### config.mk
export PLATFORM = sky130hd
export DESIGN_NAME = ca_rule_loader
export DESIGN_NICKNAME = d
export VERILOG_FILES = /design/src/rtl/ca_ctrl_pkg.sv /design/src/rtl/ca_table_assembler.sv /design/src/rtl/ca_rule_loader.sv
export SDC_FILE = /design/constraint.sdc
export NUM_CORES = 1
export LEC_CHECK = 0
export BUFFER_PORTS_ARGS = -buffer_cell sky130_fd_sc_hd__buf_2
export CORE_ASPECT_RATIO = 0.5
export CORE_MARGIN = 4
export CORE_UTILIZATION = 30
export DETAILED_ROUTE_END_ITERATION = 10
export SLEW_MARGIN = 10
export SYNTH_ARGS = -nofsm -noshare
export SYNTH_HDL_FRONTEND = slang
export SYNTH_SLANG_ARGS = --single-unit
### constraint.sdc
create_clock -name clk -period 3.5 [get_ports clk]
set_input_delay 0.35 -clock clk [delete_from_list [all_inputs] [get_ports clk]]
set_output_delay 0.35 -clock clk [all_outputs]
set_load 0.05 [all_outputs]
### src/rtl/ca_ctrl_pkg.sv
// Shared definitions for the cell_logic chain controller: state encoding and width helpers.
// Purely declarative: no latency and no flow control of its own.
package ca_ctrl_pkg;

  typedef enum logic [2:0] {
    ST_LOAD       = 3'd0,
    ST_INIT       = 3'd1,
    ST_CONFIGURED = 3'd2,
    ST_RUN_STEP   = 3'd3,
    ST_RUN_WAIT   = 3'd4
  } state_t;

  // Counter width that can hold 0..n-1, never narrower than one bit.
  function automatic int clog2_min1(input int n);
    int w;
    w = 1;
    while ((1 << w) < n) w++;
    return w;
  endfunction

  function automatic int beats_of(input int tw, input int word_w);
    return tw / word_w;
  endfunction

  function automatic bit tw_fits_words(input int tw, input int word_w);
    return (tw % word_w) == 0;
  endfunction

endpackage

### src/rtl/ca_table_assembler.sv
// Packs WORD_W-bit config beats into a TW-bit rule table, beat 0 in the LSBs.
// Latency: a beat lands in chain_table the cycle after it is accepted; backpressure is owned by the caller.
module ca_table_assembler
  import ca_ctrl_pkg::*;
#(
  parameter int TW     = 512,
  parameter int WORD_W = 32
) (
  input  logic              clk,
  input  logic              rst,
  input  logic              accept,
  input  logic [WORD_W-1:0] data,
  output logic [TW-1:0]     chain_table,
  output logic              last_beat
);

  localparam int BEATS = beats_of(TW, WORD_W);
  localparam int BW    = clog2_min1(BEATS);
  localparam logic [BW-1:0] LAST_BEAT = BW'(BEATS - 1);

  logic [BW-1:0] beat;

  assign last_beat = (beat == LAST_BEAT);

  always_ff @(posedge clk) begin
    if (rst) begin
      beat        <= '0;
      chain_table <= '0;
    end else if (accept) begin
      chain_table[int'(beat)*WORD_W +: WORD_W] <= data;
      beat <= last_beat ? '0 : beat + 1'b1;
    end
  end

endmodule

### src/rtl/ca_rule_loader.sv
// Loads NUM_CELLS rule tables down the cell_logic init chain, then sequences generation runs.
// Latency: chain_init the cycle after a table's last beat; cfg_ready is low outside LOAD, step_en waits on step_done.
module ca_rule_loader
  import ca_ctrl_pkg::*;
#(
  parameter  int NUM_INPUTS = 9,
  parameter  int NUM_CELLS  = 16,
  parameter  int WORD_W     = 32,
  parameter  int GEN_W      = 16,
  localparam int TW         = 2 ** NUM_INPUTS
) (
  input  logic              clk,
  input  logic              rst,
  input  logic              cfg_valid,
  output logic              cfg_ready,
  input  logic [WORD_W-1:0] cfg_data,
  output logic              chain_init,
  output logic [TW-1:0]     chain_table,
  output logic              configured,
  input  logic              reconfig,
  input  logic              start,
  input  logic [GEN_W-1:0]  num_gens,
  output logic              step_en,
  input  logic              step_done,
  output logic              busy,
  output logic [GEN_W-1:0]  gen_count,
  output logic              done
);

  localparam int CW = clog2_min1(NUM_CELLS);
  localparam logic [CW-1:0] LAST_CELL = CW'(NUM_CELLS - 1);

  if (!tw_fits_words(TW, WORD_W)) begin : g_tw_check
    $error("table width must be a multiple of the config word width");
  end

  state_t           state, state_nxt;
  logic [CW-1:0]    cell_cnt;
  logic [GEN_W-1:0] gens_q;
  logic             last_beat;
  logic             run_last;

  ca_table_assembler #(
    .TW     (TW),
    .WORD_W (WORD_W)
  ) u_asm (
    .clk         (clk),
    .rst         (rst),
    .accept      (cfg_valid && cfg_ready),
    .data        (cfg_data),
    .chain_table (chain_table),
    .last_beat   (last_beat)
  );

  assign run_last = ((gen_count + GEN_W'(1)) == gens_q);

  always_comb begin
    state_nxt  = state;
    cfg_ready  = 1'b0;
    chain_init = 1'b0;
    step_en    = 1'b0;
    busy       = 1'b0;
    case (state)
      ST_LOAD: begin
        cfg_ready = 1'b1;
        if (cfg_valid && last_beat) state_nxt = ST_INIT;
      end
      ST_INIT: begin
        chain_init = 1'b1;
        state_nxt  = (cell_cnt == LAST_CELL) ? ST_CONFIGURED : ST_LOAD;
      end
      ST_CONFIGURED: begin
        // reconfig outranks start when both arrive together
        if (reconfig) state_nxt = ST_LOAD;
        else if (start && (num_gens != '0)) state_nxt = ST_RUN_STEP;
      end
      ST_RUN_STEP: begin
        step_en   = 1'b1;
        busy      = 1'b1;
        state_nxt = ST_RUN_WAIT;
      end
      ST_RUN_WAIT: begin
        busy = 1'b1;
        if (step_done) state_nxt = run_last ? ST_CONFIGURED : ST_RUN_STEP;
      end
      default: state_nxt = ST_LOAD;
    endcase
  end

  always_ff @(posedge clk) begin
    if (rst) begin
      state      <= ST_LOAD;
      cell_cnt   <= '0;
      configured <= 1'b0;
      gen_count  <= '0;
      gens_q     <= '0;
      done       <= 1'b0;
    end else begin
      state <= state_nxt;
      done  <= 1'b0;
      case (state)
        ST_INIT: begin
          cell_cnt <= cell_cnt + 1'b1;
          if (cell_cnt == LAST_CELL) configured <= 1'b1;
        end
        ST_CONFIGURED: begin
          if (reconfig) begin
            configured <= 1'b0;
            cell_cnt   <= '0;
          end else if (start) begin
            gens_q    <= num_gens;
            gen_count <= '0;
            done      <= (num_gens == '0);
          end
        end
        ST_RUN_WAIT: begin
          if (step_done) begin
            gen_count <= gen_count + 1'b1;
            done      <= run_last;
          end
        end
        default: ;
      endcase
    end
  end

endmodule
==> results.py, run 1 <==
metrics = {
    "run_status": {
        "outcome": "finished, final reports clean",
    },
    "sta": {
        "hold_slack_ns": 0.0591,
        "fin_setup_tns_ns": 0,
        "hold_violations": 0,
        "clock_skew_ns": 0.0166,
        "maxSlewViolCount": 0,
        "rsz0062_at_grt": "no",
        "setup_slack_ns": 0.652,
        "max_freq_ghz": 0.351,
        "setup_viol": 0,
        "worst_pin_slew_ns": 0.855,
        "slew_headroom": 0.429,
        "min_period_ns": 2.85,
        "period_share": 0.814,
    },
    "floorplan": {
        "core_mm2": 0.0693,
        "start_util": 0.304,
        "rows": 68,
        "io_pins": 588,
        "die-width_um": 383,
        "die_area_mm2": 0.0748,
        "die_h_um": 195,
    },
    "clock_tree": {
        "clockBufferDepth": 3,
        "post_cts_resized": 0,
        "clk_latency_ns": 0.62,
        "clock-sinks": 557,
        "root_buffer": "clkbuf_16",
        "cts_buffers": 53,
        "htreeDepth": 2,
        "cts_tree": "built",
        "cts.clk_slew.worst_paths_ns": 0.07,
    },
    "placed_design": {
        "place_area_mm2": 0.0243,
        "place.port_buffers": 587,
        "finalWeightedCongestion": 0.870,
        "dpl_worst_slack_ns": 0.692,
        "dp_hpwl_um": 60900,
    },
    "worst_setup_path": {
        "critPathBufInv": 2,
        "crit_chain": "nor3_1 -> ha_1 -> inv_1 -> or4_4 -> nor2_4 -> buf_4 -> nand2_1 -> a21oi_1",
        "crit_slowest_cell": "or4_4",
        "path_class": "reg2reg",
        "crit_arrival_ns": 3.39,
        "crit_required_ns": 4.04,
        "startpoint_type": "flip-flop",
        "rrSetupSlack_ns": 0.65,
        "slowest_delay_ns": 0.64,
        "path_delay_family": "simple AND/OR/NAND/NOR gates",
        "endpoint_kind": "flip-flop",
        "worstPathMaxFanout": 20,
    },
    "cells_and_area": {
        "nets": 3206,
        "drive_gt1_frac": 0.237,
        "final_area_mm2": 0.0263,
        "fillers": 7268,
        "seq_area_mm2": 0.0112,
        "multi_input_area_mm2": 0.00856,
        "area_delta_synth_final_pct": 24.7,
    },
    "run": {
        "max_cap_viol_count": 0,
    },
    "yosys": {
        "syn_area_mm2": 0.0211,
        "synth.distinct_cells": 48,
        "synth-async-reset-ratio": 0,
        "yosysTopAreaCell": "dfxtp_1",
        "synth-edff-count": 0,
        "synth_fp_nets": 2755,
        "avgSynthCellArea_um2": 7.82,
        "synth.area.top_cells": "dfxtp_1, nand2_1, a21oi_1",
        "synth_top_flop_cell": "dfxtp_1",
        "synth_cells": 2696,
        "synth-seq-area-share": 0.529,
        "synth_top_area_share": 0.529,
        "yosysWarnings": 0,
        "ys_ff_latch": 557,
    },
    "detailed_routing": {
        "viasPerCell": 4.95,
        "dr.pass1.iters": 6,
        "drc": 0,
        "ant_nets": 0,
        "wl_per_cell_um": 21.5,
        "drt_iter0_drc": 2104,
        "via_count": 20500,
        "postRouteWirelength_um": 89000,
    },
    "power_and_ir_drop": {
        "peakVddDrop_uv": 411,
        "p_per_area_mw_per_mm2": 496,
        "power_mw": 13.0,
        "power.leakage_nw": 10.5,
    },
    "grt": {
        "overflow": 0,
        "grt_pass1_vias": 19300,
        "grt_max_degree": 89,
        "antenna_found_initial": 4,
        "grt_pass1_wl_um": 129000,
        "grt_use_total": 0.226,
    },
    "hold_path": {
        "min_path_type": "in2reg",
    },
}
state kept, by name (all words and copies together), names as in the netlist:
signal / count
u_asm.beat: 4
configured: 1
state: 3
cell_cnt: 4
gen_count: 16
gens_q: 16
u_asm.chain_table: 512
done: 1
power by group:
part	switching (mW)	leakage, nW	internal, mW
registers	0.0114	4.49	6.35
logic	0.555	5.11	0.116
clock network	2.63	0.866	3.37
total	3.20	10.5	9.84
routing by layer:
layer / track usage / wire length [um] / vias to the layer above
li1: - / - / 9703
met1: 0.258 / 33400 / 9775
met2: 0.401 / 44800 / 739
met3: 0.0397 / 5530 / 236
met4: 0.126 / 5220 / 2
met5: 0 / 11 / -
worst min-delay path, delay by kind of cell:
family / cells / cell delay, ns
buffers and inverters: 1 / 0.10
and+or+nand+nor: 3 / 0.17
cells in the mapped netlist, types with 2 or more instances:
| library cell | n |
|---|---|
| buf_6 | 31 |
| or4_4 | 2 |
| xnor2_1 | 14 |
| nor4_1 | 8 |
| ha_1 | 5 |
| nand2_1 | 961 |
| o21ai_0 | 13 |
| a21oi_1 | 540 |
| nor3_1 | 16 |
| inv_1 | 9 |
| nand3b_1 | 3 |
| nor3b_1 | 4 |
| or4_1 | 4 |
| buf_1 | 4 |
| a31o_2 | 3 |
| a31oi_1 | 7 |
| nor2b_1 | 2 |
| and2_1 | 6 |
| a211oi_1 | 3 |
| and3_1 | 11 |
| a311oi_1 | 2 |
| nand4b_1 | 2 |
| a21oi_2 | 11 |
| dfxtp_1 | 557 |
| nor2_1 | 48 |
| clkbuf_1 | 163 |
| buf_4 | 31 |
| nor2_4 | 7 |
| nand4_1 | 12 |
| buf_2 | 28 |
| nand3_1 | 154 |
| xor2_1 | 10 |
| and2_0 | 2 |
| nand2b_1 | 6 |
| or3_1 | 4 |
what timing repair did:
item,CTS,global route
hold endpoints to repair,16,0
hold buffers,16,0
endpoints found under the setup margin,0,0
buffers inserted,0,0
final timing paths:
check	start	to	depth (start not counted)
setup reg to reg	u_asm.beat[2]$_SDFFE_PP0P_	u_asm.chain_table[120]$_SDFFE_PP0P_	8
hold reg to reg	u_asm.chain_table[208]$_SDFFE_PP0P_	u_asm.chain_table[208]$_SDFFE_PP0P_	2
setup / recovery	u_asm.beat[2]$_SDFFE_PP0P_	u_asm.chain_table[120]$_SDFFE_PP0P_	8
hold / removal	step_done	state[2]$_SDFFE_PP0P_	4
cells in the final DEF (no fill, tap or decap), drive strengths merged, types with 2 or more instances in the layout:
master and instances:
nand3 154, buf 637, dlygate4sd3 16, nor4 8, and2 8, or3 4
nor2 56, nor3 16, nand4b 2, nand4 12, o21ai 13, xor2 10
nand2 961, bufinv 4, a211oi 3, a311oi 2, nand3b 3, dfxtp 557
clkbuf 74, and3 11, xnor2 14, nand2b 6, clkinv 6, nor2b 2
a21oi 551, nor3b 4, ha 5, inv 14, diode 5, or4b 2
a31o 3, or4 6, a31oi 7, clkinvlp 3
layout make-up:
cell class                      instances  share of cell area
Clock buffer                           74              0.0584
Antenna cell                            5            0.000476
Sequential cell                       557               0.424
Tap cell                              945              0.0450
Timing Repair Buffer                  653               0.136
Multi-Input combinational cell       1873               0.326
Inverter                                9             0.00128
Clock inverter                         18             0.00938
cell families after synthesis:
kind of cell / share of synthesized area
compound gates: 0.145
xor+xnor: 0.00997
fa+ha+maj: 0.00297
buf+inv: 0.0656
flops: 0.529
mux: 0.00101
simple gates: 0.247
stage by stage:
stage	utilization	instances
2_1_floorplan	-	2696
3_3_place_gp	0.351	4021
3_5_place_dp	0.351	4021
4_1_cts	0.379	4129
5_1_grt	0.380	4132
6_report	0.380	4134
(Power assumes the default switching activity.)
==> run 2: changes to the inputs <==
- clock period: 3.5 -> 2.34 ns (I/O delays scaled with it)
==> run 2 against run 1 <==
Against the previous run: the run now ends with negative setup slack left; maximum frequency increased by 21%; sequential share of layout area decreased by 2.5 points; combinational power increased by 67%; clock power increased by 55%; flip-flop and latch count unchanged; worst hold slack got worse by 0.030 ns; global-route usage decreased by 0.59 points; sequential power increased by 49%; worst setup slack got worse by 0.67 ns; critical path depth unchanged; die area unchanged; clock-buffer cell count increased by 6; critical path type unchanged; largest cell class unchanged; largest power group unchanged; highest routed layer is now met4.
==> results.py, run 2 (synthesized netlist as in run 1, its figures left out) <==
metrics = {
    "grt": {
        "grt_pass1_wl_um": 125000,
        "overflow": 0,
        "grt_max_degree": 64,
        "antenna_found_initial": 2,
        "grt_use_total": 0.220,
        "grt_pass1_vias": 18800,
    },
    "sta": {
        "max_freq_ghz": 0.424,
        "slew_headroom": 0.433,
        "period_share": 1.01,
        "hold_violations": 0,
        "setup_slack_ns": -0.0207,
        "clock_skew_ns": 0.0234,
        "hold_slack_ns": 0.0287,
        "min_period_ns": 2.36,
        "maxSlewViolCount": 0,
        "fin_setup_tns_ns": -0.131,
        "setup_viol": 12,
        "rsz0062_at_grt": "yes",
        "worst_pin_slew_ns": 0.850,
    },
    "cells_and_area": {
        "largest_reg_flops": 512,
        "drive_gt1_frac": 0.284,
        "regMostFlops": "u_asm.chain_table",
        "finalNonFillerCells": 4202,
        "fillers": 7106,
        "top_regs": "u_asm.chain_table (512), gen_count (16), gens_q (16)",
        "area_delta_synth_final_pct": 32.6,
        "nets": 3270,
        "final_common_cell": "nand2_1",
        "final_area_mm2": 0.0279,
        "layout_common_cells": "nand2_1, buf_2, dfxtp_1, a21oi_1, nand3_1",
    },
    "run_status": {
        "outcome": "complete, but fails checks",
        "violations": "negative setup slack",
    },
    "clock_tree": {
        "cts.clk_slew.worst_paths_ns": 0.07,
        "cts_tree": "built",
        "clk_latency_ns": 0.60,
        "htreeDepth": 2,
        "clock-sinks": 557,
        "cts_buffers": 54,
        "clockBufferDepth": 3,
        "root_buffer": "clkbuf_16",
    },
    "placed_design": {
        "finalWeightedCongestion": 0.847,
        "place.port_buffers": 587,
        "placedCellCount": 4066,
        "dpl_worst_slack_ns": -0.00422,
        "dp_hpwl_um": 60100,
        "place_area_mm2": 0.0251,
    },
    "floorplan": {
        "die_h_um": 195,
        "rows": 68,
        "die-width_um": 383,
        "io_pins": 588,
        "die_area_mm2": 0.0748,
        "start_util": 0.304,
        "core_mm2": 0.0693,
    },
    "worst_setup_path": {
        "crit_slowest_cell": "or4_4",
        "crit_chain": "or4b_4 -> buf_8 -> or4_4 -> nor2_4 -> buf_12 -> clkbuf_16 -> nand2_1 -> a21oi_1",
        "endpoint_kind": "flip-flop",
        "critPathBufInv": 3,
        "slowest_delay_ns": 0.56,
        "startpoint": "state[2]$_SDFFE_PP0P_",
        "startpoint_type": "flip-flop",
        "r2r-start": "state[2]$_SDFFE_PP0P_",
        "path_delay_family": "simple AND/OR/NAND/NOR gates",
        "crit_required_ns": 2.88,
        "crit_arrival_ns": 2.90,
        "path_class": "reg2reg",
        "worstPathMaxFanout": 10,
    },
    "run": {
        "max_cap_viol_count": 0,
    },
    "detailed_routing": {
        "dr.pass1.iters": 7,
        "via_count": 20900,
        "drc": 0,
        "postRouteWirelength_um": 90000,
        "drt_iter0_drc": 1938,
        "viasPerCell": 4.98,
        "wl_per_cell_um": 21.4,
        "ant_nets": 0,
    },
    "hold_path": {
        "min_path_type": "in2reg",
        "min-delay-start": "rst",
    },
    "power_and_ir_drop": {
        "peakVddDrop_uv": 542,
        "p_per_area_mw_per_mm2": 714,
        "power.leakage_nw": 11.2,
    },
}
[run 2: cell count changes in the layout (fill, tap and decap cells not counted), sizes merged, moves of 2 or more]
cell         delta
buf            +51
dlygate4sd3     +2
clkinv          +4
inv             -3
diode           -3
clkbuf         +16
[run 2: per-stage QoR]
stage	utilization	power (mW)
6_report	0.403	19.9
5_1_grt	0.403	20.4
4_1_cts	0.393	20.0
3_5_place_dp	0.363	10.8
3_3_place_gp	0.363	10.8
2_1_floorplan	-	10.3
[run 2: layout make-up]
cell class | count | area, um2 | share of cell area
Antenna cell | 2 | 5.00 | 0.000179
Clock buffer | 80 | 1650 | 0.0591
Clock inverter | 20 | 254 | 0.00909
Inverter | 9 | 33.8 | 0.00121
Multi-Input combinational cell | 1873 | 8960 | 0.320
Sequential cell | 557 | 11200 | 0.399
Tap cell | 945 | 1180 | 0.0423
Timing Repair Buffer | 716 | 4710 | 0.168
[run 2: path summary, 6_finish.rpt]
| kind | endpoint | slack, ns | cells past startpoint |
|---|---|---|---|
| setup / recovery | u_asm.chain_table[78]$_SDFFE_PP0P_ | -0.02 | 8 |
| hold reg to reg | u_asm.chain_table[242]$_SDFFE_PP0P_ | 0.45 | 2 |
| setup reg to reg | u_asm.chain_table[78]$_SDFFE_PP0P_ | -0.02 | 8 |
| hold / removal | u_asm.chain_table[54]$_SDFFE_PP0P_ | 0.03 | 2 |
[run 2: layer usage]
metal,vias to the layer above,wire [um],GRT usage
met5,-,0,0
li1,9854,-,-
met4,0,5700,0.129
met3,260,5980,0.0344
met1,9980,33300,0.257
met2,846,45000,0.385
[run 2: power breakdown]
group	switching (mW)	internal (mW)	leakage (nW)
Clock	3.94	5.35	0.929
Sequential	0.0153	9.50	4.49
Combinational	0.883	0.238	5.79
[run 2: worst reg2reg max path: cells and delay by family (launching register included)]
| family | cells | cell delay, ns |
|---|---|---|
| AOI/OAI and AO/OA | 1 | 0.15 |
| buffers and inverters | 3 | 0.51 |
| and+or+nand+nor | 4 | 1.31 |
| DFF | 1 | 0.32 |
[run 2: timing repair]
| action | 4_1_cts | 5_1_grt |
|---|---|---|
| pin swaps | 2 | 26 |
| gates resized for setup | 2 | 110 |
| hold buffers | 18 | 0 |
| cloned | 0 | 11 |
| setup endpoints to repair | 23 | 329 |
| endpoints found under the hold margin | 21 | 0 |
| setup buffers | 0 | 5 |
